[src/rtl/ahb_apb_bridge_mslv.sv]
// AHB-Lite slave to APB3 master bridge; decode misses, P_SLVERR and hung slaves become AHB ERROR.
// Latency: read 2 / write 3 data-phase cycles with a zero-wait slave, plus APB wait states.
// Backpressure: H_READY_OUT held low until the APB access completes, errors or times out.
module ahb_apb_bridge_mslv #(
    parameter int DATA_WIDTH  = 32,
    parameter int ADDR_WIDTH  = 32,
    parameter int NUM_SLV     = 4,
    parameter int SLV_SEL_LSB = 12,
    parameter int TIMEOUT     = 256
) (
    input  logic                          H_CLK,
    input  logic                          H_RESET_n,
    input  logic                          H_SEL,
    input  logic                          H_READY_IN,
    input  logic [1:0]                    H_TRANS,
    input  logic                          H_WRITE,
    input  logic [2:0]                    H_SIZE,
    input  logic [ADDR_WIDTH-1:0]         H_ADDR,
    input  logic [DATA_WIDTH-1:0]         H_WDATA,
    output logic [DATA_WIDTH-1:0]         H_RDATA,
    output logic                          H_READY_OUT,
    output logic                          H_RESP,
    output logic [NUM_SLV-1:0]            P_SEL,
    output logic                          P_ENABLE,
    output logic                          P_WRITE,
    output logic [ADDR_WIDTH-1:0]         P_ADDR,
    output logic [DATA_WIDTH-1:0]         P_WDATA,
    output logic [DATA_WIDTH/8-1:0]       P_STRB,
    input  logic [NUM_SLV*DATA_WIDTH-1:0] P_RDATA,
    input  logic [NUM_SLV-1:0]            P_READY,
    input  logic [NUM_SLV-1:0]            P_SLVERR
);
    localparam int NB     = DATA_WIDTH / 8;
    localparam int LOG_NB = $clog2(NB);
    localparam int OFF_W  = (LOG_NB < 1) ? 1 : LOG_NB;
    localparam int IDX_W  = (NUM_SLV < 2) ? 1 : $clog2(NUM_SLV);
    localparam int NPAD   = 1 << IDX_W;
    localparam int CNT_W  = (TIMEOUT < 2) ? 1 : $clog2(TIMEOUT + 1);

    typedef enum logic [2:0] {
        S_IDLE, S_WWAIT, S_SETUP, S_ACCESS, S_ERR1, S_ERR2
    } state_t;

    state_t                  state_q;
    logic [IDX_W-1:0]        idx_q;
    logic [ADDR_WIDTH-1:0]   addr_q;
    logic                    write_q;
    logic [NB-1:0]           strb_q;
    logic [NUM_SLV-1:0]      psel_q;
    logic                    penable_q;
    logic [DATA_WIDTH-1:0]   pwdata_q;
    logic [CNT_W-1:0]        cnt_q;

    logic [IDX_W-1:0]        dec_idx;
    logic                    dec_miss;
    logic                    accept;
    logic                    take;
    logic [NPAD-1:0]         rdy_ext;
    logic [NPAD-1:0]         err_ext;
    logic                    sel_rdy;
    logic                    sel_err;
    logic                    done_ok;
    logic [CNT_W-1:0]        cnt_inc;
    logic                    timeout_hit;
    logic                    unused_sig;

    function automatic logic [NB-1:0] strb_f(input logic [2:0] size, input logic [OFF_W-1:0] low);
        logic [NB-1:0] s;
        int            lanes;
        int            off;
        s     = '0;
        lanes = 0;
        off   = 0;
        if (int'(size) >= LOG_NB) begin
            s = '1;
        end else begin
            lanes = 1 << size;
            off   = int'(low) & ~(lanes - 1);
            for (int i = 0; i < NB; i++) s[i] = (i >= off) && (i < off + lanes);
        end
        return s;
    endfunction

    function automatic logic [NUM_SLV-1:0] onehot_f(input logic [IDX_W-1:0] i);
        logic [NUM_SLV-1:0] r;
        for (int k = 0; k < NUM_SLV; k++) r[k] = (i == IDX_W'(k));
        return r;
    endfunction

    assign dec_idx     = H_ADDR[SLV_SEL_LSB +: IDX_W];
    assign dec_miss    = (int'(dec_idx) >= NUM_SLV);
    assign accept      = H_SEL & H_READY_IN & H_TRANS[1];
    assign rdy_ext     = NPAD'(P_READY);
    assign err_ext     = NPAD'(P_SLVERR);
    assign sel_rdy     = rdy_ext[idx_q];
    assign sel_err     = err_ext[idx_q];
    assign done_ok     = (state_q == S_ACCESS) & sel_rdy & ~sel_err;
    // A new transfer is only looked at when the bridge is about to signal ready.
    assign take        = accept & ((state_q == S_IDLE) | (state_q == S_ERR2) | done_ok);
    assign cnt_inc     = cnt_q + 1'b1;
    assign timeout_hit = (TIMEOUT > 0) && (cnt_inc == CNT_W'(TIMEOUT));
    assign unused_sig  = H_TRANS[0];

    always_comb begin
        H_READY_OUT = 1'b0;
        case (state_q)
            S_IDLE, S_ERR2: H_READY_OUT = 1'b1;
            S_ACCESS:       H_READY_OUT = done_ok;
            default:        H_READY_OUT = 1'b0;
        endcase
    end

    always_comb begin
        H_RDATA = '0;
        if (state_q == S_ACCESS && !write_q) begin
            for (int i = 0; i < NUM_SLV; i++) begin
                if (idx_q == IDX_W'(i)) H_RDATA = P_RDATA[i*DATA_WIDTH +: DATA_WIDTH];
            end
        end
    end

    assign H_RESP   = (state_q == S_ERR1) | (state_q == S_ERR2);
    assign P_SEL    = psel_q;
    assign P_ENABLE = penable_q;
    assign P_WRITE  = write_q;
    assign P_ADDR   = addr_q;
    assign P_WDATA  = pwdata_q;
    assign P_STRB   = strb_q;

    always_ff @(posedge H_CLK or negedge H_RESET_n) begin
        if (!H_RESET_n) begin
            state_q   <= S_IDLE;
            idx_q     <= '0;
            addr_q    <= '0;
            write_q   <= 1'b0;
            strb_q    <= '0;
            psel_q    <= '0;
            penable_q <= 1'b0;
            pwdata_q  <= '0;
            cnt_q     <= '0;
        end else begin
            case (state_q)
                S_WWAIT: begin
                    pwdata_q <= H_WDATA;
                    psel_q   <= onehot_f(idx_q);
                    state_q  <= S_SETUP;
                end
                S_SETUP: begin
                    penable_q <= 1'b1;
                    cnt_q     <= '0;
                    state_q   <= S_ACCESS;
                end
                S_ACCESS: begin
                    if (sel_rdy) begin
                        psel_q    <= '0;
                        penable_q <= 1'b0;
                        state_q   <= sel_err ? S_ERR1 : S_IDLE;
                    end else begin
                        cnt_q <= cnt_inc;
                        if (timeout_hit) begin
                            psel_q    <= '0;
                            penable_q <= 1'b0;
                            state_q   <= S_ERR1;
                        end
                    end
                end
                S_ERR1:  state_q <= S_ERR2;
                default: begin
                    psel_q    <= '0;
                    penable_q <= 1'b0;
                    state_q   <= S_IDLE;
                end
            endcase
            // Later assignments win: an accepted transfer overrides the return to IDLE.
            if (take) begin
                addr_q    <= H_ADDR;
                write_q   <= H_WRITE;
                idx_q     <= dec_idx;
                strb_q    <= H_WRITE ? strb_f(H_SIZE, H_ADDR[OFF_W-1:0]) : '0;
                penable_q <= 1'b0;
                if (dec_miss) begin
                    psel_q  <= '0;
                    state_q <= S_ERR1;
                end else if (H_WRITE) begin
                    psel_q  <= '0;
                    state_q <= S_WWAIT;
                end else begin
                    psel_q  <= onehot_f(dec_idx);
                    state_q <= S_SETUP;
                end
            end
        end
    end
endmodule

[config.mk]
export PLATFORM = sky130hd
export DESIGN_NAME = ahb_apb_bridge_mslv
export DESIGN_NICKNAME = d
export VERILOG_FILES = /design/src/rtl/ahb_apb_bridge_mslv.sv
export SDC_FILE = /design/constraint.sdc
export NUM_CORES = 1
export LEC_CHECK = 0
export CAP_MARGIN = 15
export CORE_MARGIN = 10
export CORE_UTILIZATION = 37
export CTS_CLUSTER_SIZE = 40
export DETAILED_ROUTE_END_ITERATION = 8
export GPL_TIMING_DRIVEN = 0
export PLACE_DENSITY = 0.87
export SETUP_SLACK_MARGIN = 0.15
export SLEW_MARGIN = 40
export SYNTH_ARGS = -nofsm -noshare
export SYNTH_HDL_FRONTEND = slang
export SYNTH_SLANG_ARGS = --single-unit
export TNS_END_PERCENT = 20
[constraint.sdc]
create_clock -name H_CLK -period 2.6 [get_ports H_CLK]
set_input_delay 0.26 -clock H_CLK [delete_from_list [all_inputs] [get_ports H_CLK]]
set_output_delay 0.26 -clock H_CLK [all_outputs]
set_load 0.01 [all_outputs]
==> results.sh <==
export IMPL_arrival_ns=2.12
export IMPL_routed_wl_um=20000
export IMPL_ant_nets=0
export IMPL_synth_top_area_share_pct=44.6
export IMPL_cts_buffer_depth=2
export IMPL_num_rows=41
export IMPL_drv_cap=0
export IMPL_area_delta_synth_final_pct=77.6
export IMPL_synthArstFlopShare_pct=100
export IMPL_drc=0
export IMPL_yosys_warnings=0
export IMPL_grt_first_pass_wirelength_um=30200
export IMPL_synth_cells=380
export IMPL_cp_end_kind="output pin"
export IMPL_grt_max_degree=51
export IMPL_crit_required_ns=2.34
export IMPL_r2r_start="idx_q[0]$_DFFE_PN0P_"
export IMPL_dp_hpwl_um=16900
export IMPL_grt_ovfl_total=0
export IMPL_worstSetupPathType="reg -> out"
export IMPL_core_sq_mm=0.0127
export IMPL_finalCritPeriodShare_pct=91.6
export IMPL_cp_start_kind="register"
export IMPL_cts_inserted_buffers=9
export IMPL_port_buffers=314
export IMPL_route_vias_total=4612
export IMPL_critPathMaxFanout=10
export IMPL_fin_skew_ns=0.00912
export IMPL_firstDrtPassIters=4
export IMPL_setup_viol=0
export IMPL_root_buffer="clkbuf_16"
export IMPL_yosysSeqAreaShare_pct=44.6
export IMPL_drive_gt1_share_pct=19.8
export IMPL_start_util_pct=38.0
export IMPL_ys_ff_latch=86
export IMPL_synth_area_leaders="dfrtp_1 (45%), mux4_2 (16%), mux2_2 (15%), nor2b_1 (6.0%), o21ai_0 (1.8%)"
export IMPL_finalNetCount=920
export IMPL_status="completed"
export IMPL_gp_congestion=0.884
export IMPL_yosysTopAreaCell="dfrtp_1"
export IMPL_hp_class="in -> async"
export IMPL_powerDensity_mw_per_mm2=988
export IMPL_place_inst=867
export IMPL_synth_nets=592
export IMPL_die_w_um=134
export IMPL_syn_cell_area_sq_mm=0.00483
export IMPL_grt_usage_pct=21.5
export IMPL_cts_clk_slew_worst_paths_ns=0.07
export IMPL_peakVddDrop_uv=714
export IMPL_finalHoldViolations=0
export IMPL_final_cells=889
export IMPL_cts_sinks=86
export IMPL_synth_edf_count=0
export IMPL_slew_violations=0
export IMPL_fin_crit_ns=2.38
export IMPL_grt_pass1_vias=5205
export IMPL_synth_avg_cell_area_sq_um=12.7
export IMPL_tightest_slew_ns=0.674
export IMPL_antenna_found_initial=5
export IMPL_die_h_um=134
export IMPL_routedWlPerCell_um=22.5
export IMPL_dieArea_sq_mm=0.0180
export IMPL_rsz0062_at_grt="true"
export IMPL_timing_critical_path_from="idx_q[0]$_DFFE_PN0P_"
export IMPL_ys_types=52
export IMPL_hold_ws_ns=0.451
export IMPL_max_freq_ghz=0.420
export IMPL_routed_via_density=5.19
export IMPL_relSlewSlack_pct=54.9
export IMPL_clk_latency_ns=0.33
export IMPL_cts_htree_levels=3
export IMPL_final_util_pct=67.4
export IMPL_ios=318
export IMPL_cts_tree="done"
export IMPL_p_leak_nw=3.56
export IMPL_drt_iter0_markers=232
export IMPL_synth_top_flop_cell="dfrtp_1"
-- Yosys cell counts, drive strengths merged (2+ instances only) --
master and number:
a211o 2, a211oi 2, a21o 2, a21oi 3
a221o 2, a22o 3, a22oi 2, a31o 2
a32oi 2, and3 3, buf 10, clkbuf 14
dfrtp 86, ha 2, inv 7, mux2 64
mux4 34, nand2 16, nand2b 2, nand3 6
nand3b 2, nor2 16, nor2b 46, nor3 6
o21ai 17, o31ai 4, o41ai 3, or2 3
or3 3, xnor2 2
-- metrics by stage --
step	TNS, ns	cell area [sq um]	total power [mW]	worst slack [ns]
3_3_place_gp	-148.90	8190	7.00	-1.74
5_1_grt	0	8580	9.01	0.135
3_5_place_dp	0	8210	7.16	0.0324
4_1_cts	0	8550	8.55	0.0455
2_1_floorplan	0	4830	4.75	0.603
6_report	0	8580	8.48	0.218
-- logic make-up after synthesis --
logic type	synth area share (%)
and+or+nand+nor	12.7
muxes	30.8
DFF	44.6
AOI/OAI and AO/OA	7.77
buffers and inverters	3.08
xor gates and xnor gates	0.544
adders and majority gates	0.518
-- placed cells by master, fill, tap and decap left out, types with 3 or more instances in the layout --
master,synthesis,layout
clkdlybuf4s50_1,0,282
dfrtp_1,86,86
mux2_2,64,64
nor2b_1,46,46
mux4_2,34,34
dlygate4sd2_1,0,29
o21ai_0,17,17
nor2_1,16,16
nand2_1,16,16
clkbuf_16,0,9
clkbuf_1,14,7
inv_1,7,7
clkbuf_4,0,6
nor3_1,6,6
nand3_1,6,6
diode_2,0,5
buf_4,3,5
o31ai_1,4,4
buf_6,2,3
a22o_1,3,3
and3_1,3,3
-- state kept, by name, summed over array words and instances (netlist names) --
name / flops
P_WDATA: 32
P_ADDR: 31
cnt_q: 9
P_SEL: 4
P_STRB: 4
state_q: 3
P_ENABLE: 1
P_WRITE: 1
idx_q: 1
-- critical path, stage by stage (launching register included) --
cell and delay, ns:
dfrtp_1 0.37, buf_6 0.18, mux4_2 0.60, a31o_1 0.29
dlygate4sd2_1 0.33
-- layer usage --
| metal | up-vias | GRT usage, % | share of wire, % |
|---|---|---|---|
| met3 | 35 | 8.66 | 10 |
| met4 | 0 | 9.07 | 2.8 |
| met2 | 250 | 39.5 | 53 |
| met5 | - | 0 | 0 |
| met1 | 2245 | 20.7 | 34 |
| li1 | 2082 | - | - |
-- path summary, 6_finish.rpt --
kind	to	slack, ns	cells after the start
max	H_READY_OUT	0.22	4
min	P_WDATA[17]$_DFFE_PN0N_	0.45	2
max reg2reg	P_ADDR[13]$_DFFE_PN0P_	0.33	5
min reg2reg	P_STRB[0]$_DFFE_PN0P_	0.48	2
max in group asynchronous	P_ADDR[25]$_DFFE_PN0P_	1.59	3
min in group H_CLK	P_ADDR[1]$_DFFE_PN0P_	0.46	2
-- where the power goes --
part | switching [mW] | leakage, nW | internal (mW)
Combinational | 1.93 | 2.34 | 2.82
Sequential | 0.388 | 1.06 | 1.97
Clock | 0.510 | 0.159 | 0.866
-- layout make-up --
cell class,count,area [sq um]
clock buffers,10,239
multi-input cells,263,2530
diodes,5,12.5
clock inverters,5,82.6
inverters,7,26.3
well taps,172,215
repair buffers,317,3150
plain buffers,24,169
fillers,960,4140
flip-flops and latches,86,2150
-- what timing repair did --
action	in CTS	in global routing
pin swaps	0	0
hold endpoints to repair	49	0
gates resized for setup	46	7
buffers inserted	1	0
endpoints found under the setup margin	33	10
hold buffers	1	0
Note: power is estimated with default switching activity, not from simulation.
